==> config.mk <==
export PLATFORM = sky130hd
export DESIGN_NAME = lockin_sequencer
export DESIGN_NICKNAME = d
export VERILOG_FILES = /design/src/rtl/lockin_sequencer.sv
export SDC_FILE = /design/constraint.sdc
export NUM_CORES = 1
export LEC_CHECK = 0
export ABC_AREA = 1
export CORE_ASPECT_RATIO = 1.2
export CORE_MARGIN = 2
export CORE_UTILIZATION = 45
export DETAILED_ROUTE_END_ITERATION = 12
export PLACE_DENSITY = 0.8
export SLEW_MARGIN = 20
export SYNTH_ARGS = -nofsm -noshare
export SYNTH_HDL_FRONTEND = slang
export SYNTH_SLANG_ARGS = --single-unit
==> constraint.sdc <==
create_clock -name clk -period 2.5 [get_ports clk]
set_input_delay 0.5 -clock clk [delete_from_list [all_inputs] [get_ports clk]]
set_output_delay 0.5 -clock clk [all_outputs]
set_load 0.1 [all_outputs]
==> src/rtl/lockin_sequencer.sv <==
// -----------------------------------------------------------------------------
// lockin_sequencer
//   Acquisition and tracking controller for the half-rate lock-in datapath.
//   Sequences the datapath enable and clear, owns the drift-direction loopback
//   register, counts acquisition events and rate violations, and forces a
//   re-acquisition whenever lock is lost or acquisition times out.
//
// Ports
//   clk, arst_n                 clock, asynchronous active-low reset
//   clk_en                      clock enable; every register is qualified by it
//   enable_i, restart_i         controller enable / one-cycle restart request
//   acquire_timeout_i           events allowed in TRACK before giving up (0 = off)
//   max_violations_i            consecutive violations tolerated in LOCKED
//   polarity_filtered_event_i   qualified edge event from the datapath
//   active_rate_valid_i         rate register holds a valid rate
//   drift_detected_i            datapath drift flag
//   drift_direction_i           datapath drift direction (0 = late, 1 = early)
//   locked_in_i                 datapath lock status
//   rate_violation_i            datapath rate violation
//   lockin_en_o                 lock-in enable to datapath
//   clear_state_o               datapath clear, high throughout CLEAR
//   active_drift_direction_o    registered drift direction fed back to datapath
//   direction_valid_o           a direction was captured since the last clear
//   locked_o                    controller lock status
//   lock_lost_o                 one-cycle pulse when LOCKED drops to CLEAR
//   timeout_o                   one-cycle pulse when TRACK times out
//   state_o                     registered state encoding
//
// state   | meaning
// --------+-----------------------------------------------------------------
// IDLE    | controller disabled, all outputs low
// CLEAR   | datapath held in clear for HOLDOFF_CYCLES cycles
// ACQUIRE | waiting for a valid rate before enabling the datapath
// TRACK   | datapath enabled, counting events until lock or timeout
// LOCKED  | lock held, counting consecutive rate violations
// -----------------------------------------------------------------------------
module lockin_sequencer #(
    parameter int TIMEOUT_WIDTH  = 16,
    parameter int VIOL_WIDTH     = 4,
    parameter int HOLDOFF_CYCLES = 4
) (
    input  logic                     clk,
    input  logic                     arst_n,
    input  logic                     clk_en,
    input  logic                     enable_i,
    input  logic                     restart_i,
    input  logic [TIMEOUT_WIDTH-1:0] acquire_timeout_i,
    input  logic [VIOL_WIDTH-1:0]    max_violations_i,
    input  logic                     polarity_filtered_event_i,
    input  logic                     active_rate_valid_i,
    input  logic                     drift_detected_i,
    input  logic                     drift_direction_i,
    input  logic                     locked_in_i,
    input  logic                     rate_violation_i,
    output logic                     lockin_en_o,
    output logic                     clear_state_o,
    output logic                     active_drift_direction_o,
    output logic                     direction_valid_o,
    output logic                     locked_o,
    output logic                     lock_lost_o,
    output logic                     timeout_o,
    output logic [2:0]               state_o
);

    localparam logic [2:0] S_IDLE    = 3'd0;
    localparam logic [2:0] S_CLEAR   = 3'd1;
    localparam logic [2:0] S_ACQUIRE = 3'd2;
    localparam logic [2:0] S_TRACK   = 3'd3;
    localparam logic [2:0] S_LOCKED  = 3'd4;

    localparam logic PIN_CAME_LATE = 1'b0;

    localparam int HOLD_W = (HOLDOFF_CYCLES < 2) ? 1 : $clog2(HOLDOFF_CYCLES);
    localparam logic [HOLD_W-1:0] HOLD_LAST = HOLD_W'(HOLDOFF_CYCLES - 1);

    logic [2:0]               r_state;
    logic [2:0]               w_state_next;
    logic [HOLD_W-1:0]        r_hold_cnt;
    logic [TIMEOUT_WIDTH-1:0] r_evt_cnt;
    logic [VIOL_WIDTH-1:0]    r_viol_cnt;
    logic                     r_drift_dir;
    logic                     r_dir_valid;
    logic                     r_timeout;
    logic                     r_lock_lost;

    logic w_timeout_fire;
    logic w_timeout_hit;
    logic w_lost_hit;
    logic w_to_clear;
    logic w_drift_load;

    // Timeout fires on the event that would bring the count up to the limit.
    assign w_timeout_fire = polarity_filtered_event_i
                         && (acquire_timeout_i != '0)
                         && (r_evt_cnt == (acquire_timeout_i - TIMEOUT_WIDTH'(1)));

    // Counters and the valid flag are cleared on every cycle that lands in CLEAR,
    // so they are already zero for the whole time clear_state_o is high.
    assign w_to_clear   = (w_state_next == S_CLEAR);
    assign w_drift_load = drift_detected_i && ((r_state == S_TRACK) || (r_state == S_LOCKED));

    // State register
    always_ff @(posedge clk or negedge arst_n) begin
        if (!arst_n) begin
            r_state <= S_IDLE;
        end else if (clk_en) begin
            r_state <= w_state_next;
        end
    end

    // Next-state logic
    always_comb begin
        w_state_next  = r_state;
        w_timeout_hit = 1'b0;
        w_lost_hit    = 1'b0;
        if (!enable_i) begin
            w_state_next = S_IDLE;
        end else if (restart_i && (r_state != S_IDLE)) begin
            w_state_next = S_CLEAR;
        end else begin
            case (r_state)
                S_IDLE: begin
                    w_state_next = S_CLEAR;
                end
                S_CLEAR: begin
                    if (r_hold_cnt == HOLD_LAST) begin
                        w_state_next = S_ACQUIRE;
                    end
                end
                S_ACQUIRE: begin
                    if (active_rate_valid_i) begin
                        w_state_next = S_TRACK;
                    end
                end
                S_TRACK: begin
                    if (locked_in_i) begin
                        w_state_next = S_LOCKED;
                    end else if (w_timeout_fire) begin
                        w_state_next  = S_CLEAR;
                        w_timeout_hit = 1'b1;
                    end
                end
                S_LOCKED: begin
                    if ((rate_violation_i && (r_viol_cnt >= max_violations_i)) || !locked_in_i) begin
                        w_state_next = S_CLEAR;
                        w_lost_hit   = 1'b1;
                    end
                end
                default: begin
                    w_state_next = S_IDLE;
                end
            endcase
        end
    end

    // Output logic: level outputs follow the registered state directly.
    always_comb begin
        lockin_en_o              = (r_state == S_TRACK) || (r_state == S_LOCKED);
        clear_state_o            = (r_state == S_CLEAR);
        locked_o                 = (r_state == S_LOCKED);
        lock_lost_o              = r_lock_lost;
        timeout_o                = r_timeout;
        active_drift_direction_o = r_drift_dir;
        direction_valid_o        = r_dir_valid;
        state_o                  = r_state;
    end

    // Holdoff, event and violation counters, pulses, drift loopback
    always_ff @(posedge clk or negedge arst_n) begin
        if (!arst_n) begin
            r_hold_cnt  <= '0;
            r_evt_cnt   <= '0;
            r_viol_cnt  <= '0;
            r_drift_dir <= PIN_CAME_LATE;
            r_dir_valid <= 1'b0;
            r_timeout   <= 1'b0;
            r_lock_lost <= 1'b0;
        end else if (clk_en) begin
            r_timeout   <= w_timeout_hit;
            r_lock_lost <= w_lost_hit;

            // A restart while already in CLEAR begins the holdoff again.
            if (w_to_clear && (r_state == S_CLEAR) && !restart_i) begin
                r_hold_cnt <= r_hold_cnt + HOLD_W'(1);
            end else begin
                r_hold_cnt <= '0;
            end

            if (w_to_clear) begin
                r_evt_cnt <= '0;
            end else if ((r_state == S_TRACK) && polarity_filtered_event_i && (r_evt_cnt != '1)) begin
                r_evt_cnt <= r_evt_cnt + TIMEOUT_WIDTH'(1);
            end

            if (w_to_clear) begin
                r_viol_cnt <= '0;
            end else if (r_state == S_LOCKED) begin
                if (rate_violation_i) begin
                    if (r_viol_cnt != '1) begin
                        r_viol_cnt <= r_viol_cnt + VIOL_WIDTH'(1);
                    end
                end else if (polarity_filtered_event_i) begin
                    r_viol_cnt <= '0;
                end
            end

            // The direction itself survives CLEAR; only its valid flag is dropped.
            if (w_drift_load) begin
                r_drift_dir <= drift_direction_i;
            end
            if (w_to_clear) begin
                r_dir_valid <= 1'b0;
            end else if (w_drift_load) begin
                r_dir_valid <= 1'b1;
            end
        end
    end

endmodule

==> results of run 1 <==
[critical path, cell delays in order]
cell and delay [ps]:
clkdlybuf4s50_1 450, inv_1 40, ha_1 290, inv_1 40, o21bai_1 120, nand3_1 80, nand3_1 70, nand2_1 90
nand2_1 100, nand2_1 60, nand3_1 70, nand2_1 80, inv_2 130, buf_6 140, nand2_8 70, nand4_1 100
nand2_1 60
[sequential cells by signal, indices dropped and copies added (netlist names)]
signal                    count
r_evt_cnt                    16
r_viol_cnt                    4
state_o                       3
r_hold_cnt                    2
active_drift_direction_o      1
direction_valid_o             1
lock_lost_o                   1
timeout_o                     1
[stage by stage]
step	cells	worst slack [ps]
4_1_cts	520	37.1
3_3_place_gp	511	-345
3_5_place_dp	511	-410
5_1_grt	521	1.03
2_1_floorplan	389	-43.1
6_report	521	177
[cell families (layout without fill, tap and decap cells)]
kind of cell    count (synthesis)  after routing  synth area share (%)
compound gates                 24             24                  5.68
xor+xnor                       21             21                  7.32
fa+ha+maj                       9              9                  4.48
buf+inv                        72            141                  11.4
flops                          29             29                  28.9
simple gates                  234            235                  42.2
[cell usage in the layout, fill, tap and decap left out, types with 7 or more instances in the layout]
master	netlist	layout
nand2_1	105	102
inv_1	66	61
nor2_1	47	38
nand3_1	40	33
buf_4	0	31
dfrtp_1	29	26
clkdlybuf4s50_1	0	17
xor2_1	17	16
nor2_2	4	11
nand4_1	11	11
dlymetal6s2s_1	0	11
nor3_1	9	8
ha_1	9	8
nand3_2	0	7
[per-layer routing]
layer,part of all wire [%],vias up
li1,-,1366
met4,2.5,0
met1,41,1218
met3,4.4,19
met5,0,-
met2,52,68
[power by group through the flow]
| stage | Sequential [mW] | Clock (mW) | Combinational [mW] |
|---|---|---|---|
| finish | 0.480 | 0.381 | 0.281 |
| global route | 0.481 | 0.410 | 0.310 |
| CTS | 0.480 | 0.387 | 0.278 |
| global placement | 0.489 | 0 | 0.263 |
| detailed placement | 0.489 | 0 | 0.267 |
| floorplan | 0.508 | 0 | 0.124 |
[worst max-delay path by stage]
stage                         startpoint           endpoint  slack [ps]  depth (start not counted)
floorplan                     state_o[0]  direction_valid_o         -40                          9
global placement    acquire_timeout_i[0]      r_evt_cnt[14]        -340                         17
detailed placement  acquire_timeout_i[0]      r_evt_cnt[14]        -410                         17
CTS                 acquire_timeout_i[3]      r_viol_cnt[1]          40                         18
global route         max_violations_i[1]      r_viol_cnt[1]           1                         17
finish               max_violations_i[1]      r_viol_cnt[1]         180                         17
[layout make-up]
| class | instances | share of cell area, % |
|---|---|---|
| tap | 62 | 2.27 |
| sequential | 29 | 21.5 |
| multi-input combinational | 289 | 47.9 |
| inverter | 68 | 7.75 |
| clock inverter | 2 | 0.292 |
| timing repair buffer | 65 | 18.1 |
| clock buffer | 6 | 2.12 |
[what timing repair did]
action | CTS | global route
gates resized for setup | 11 | 25
gates cloned | 1 | 0
setup endpoints to repair | 21 | 23
hold buffers | 0 | 0
pin swaps | 6 | 12
buffers inserted | 0 | 1
==> impl_metrics.py, run 1 <==
metrics = {
    "die": {
        "die_area_um2": 6200,
        "ioPinCount": 41,
        "start_util_pct": 47.1,
        "die_width_um": 72.2,
        "coreArea_um2": 5330,
        "num_rows": 29,
        "die_y_um": 85.8,
    },
    "placed_design": {
        "dp_hpwl_mm": 4.97,
        "portBuffers": 40,
        "dpl-instance-area_um2": 3220,
        "routabilityCongestion": 0.882,
    },
    "synth": {
        "ys_types": 32,
        "synth.top_cell.area_share_pct": 28.9,
        "yosys.area.top_type": "dfrtp_1",
        "synth-seq-cells": 29,
        "seq_area_frac_synth_pct": 28.9,
        "yosys-top-cells-area": "dfrtp_1, nand2_1, inv_1",
        "synth_edf_count": 0,
        "avgSynthCellArea_um2": 6.46,
        "syn_inst": 389,
        "yosysMostFrequentCell": "nand2_1",
        "syn-num-nets": 429,
        "synth-warning-count": 0,
        "synth_ff_type": "dfrtp_1",
        "syn_area_um2": 2510,
        "netlist_top_cells_count": "nand2_1, inv_1, nor2_1",
        "synthArstFlopShare_pct": 100,
    },
    "global_routing": {
        "grt_max_degree": 30,
        "grt_pass1_vias": 2659,
        "grt.total_usage_pct": 22.5,
        "grt-ovfl-total": 0,
        "use_met2_pct": 40.6,
        "grt_first_pass_wirelength_mm": 11.1,
        "met1_usage_pct": 26.1,
        "antenna_found_initial": 0,
        "grt_util_met3_pct": 3.17,
        "top_usage_layer": "met2",
    },
    "cts": {
        "cts.reportedPaths.clkPinSlew_ps": 60,
        "cts-root-buf": "clkbuf_8",
        "cts_max_level": 2,
        "clock_latency_ps": 290,
        "cts_buffers": 5,
        "cts_tree": "done",
        "clockBufferDepth": 2,
        "cts.sinks": 29,
    },
    "finish": {
        "fillers": 490,
        "final_net_count": 498,
        "finish.instance_area_um2": 3420,
        "multi_input_comb_area_um2": 1640,
        "area_growth_pct": 36.4,
        "antenna_cells": 0,
        "final_core_util_pct": 64.2,
        "drive_gt1_share_pct": 19.8,
        "seq_area_um2": 737,
    },
    "worst_setup_path": {
        "cp-start-kind": "primary input",
        "r2r_start": "state_o[2]",
        "endpoint_kind": "flip-flop",
        "crit_type": "primary input to flip-flop",
        "crit_fanout": 9,
        "r2r-end": "r_evt_cnt[9]",
        "reg2reg_depth": 11,
        "r2r_slack_ps": 390,
        "cp.arrival_ps": 2490,
        "cp.required_ps": 2670,
    },
    "pwr": {
        "p_int_mw": 0.785,
        "power_frac_comb_pct": 24.6,
        "sw_frac_of_total_pct": 31.3,
        "ir_drop_mv": 0.465,
        "power_mw": 1.14,
        "power.switching_mw": 0.358,
        "power.leakage_nw": 1.82,
        "pwr-share-seq_pct": 42.0,
        "clkPwrFrac_pct": 33.3,
        "powerDensity_nw_per_um2": 334,
    },
    "timing": {
        "worst_pin_slew_ps": 417,
        "min_period_ps": 2320,
        "fmax_mhz": 430,
        "tns_ps": 0,
        "slew_violations": 0,
        "hold_violations": 0,
        "whs_ps": 494,
        "grt_setup_unrepaired": "no",
        "clock_skew_ps": 5.90,
        "finalCritPeriodShare_pct": 92.9,
        "slew_headroom_pct": 72.0,
        "setup_viol": 0,
    },
    "detailed_routing": {
        "via_per_inst": 5.13,
        "drt-initial-drc-count": 81,
        "detail_route.wl_per_cell_um": 12.6,
        "wl_mm": 6.55,
        "drt_pre_antenna_iters": 4,
        "drcViolationCount": 0,
        "ant_nets": 0,
        "num_vias": 2671,
    },
    "hold_path": {
        "hold_start": "direction_valid_o",
        "hp-class": "flip-flop to flip-flop",
        "worstHoldPathCells": 2,
        "worst_hold_path.endpoint": "direction_valid_o",
    },
    "run_status": {
        "status": "finished clean",
    },
    "run": {
        "maxCapViolations": 0,
    },
}
No activity file was read; power rests on OpenSTA's default activity.
==> run 2, diff against run 1 <==
HOLD_SLACK_MARGIN = 0.05   (was unset)
SLEW_MARGIN = 40   (was 20)
==> results of run 2 <==
Same layout as run 1: the final DEF is identical, and so are final timing and power.
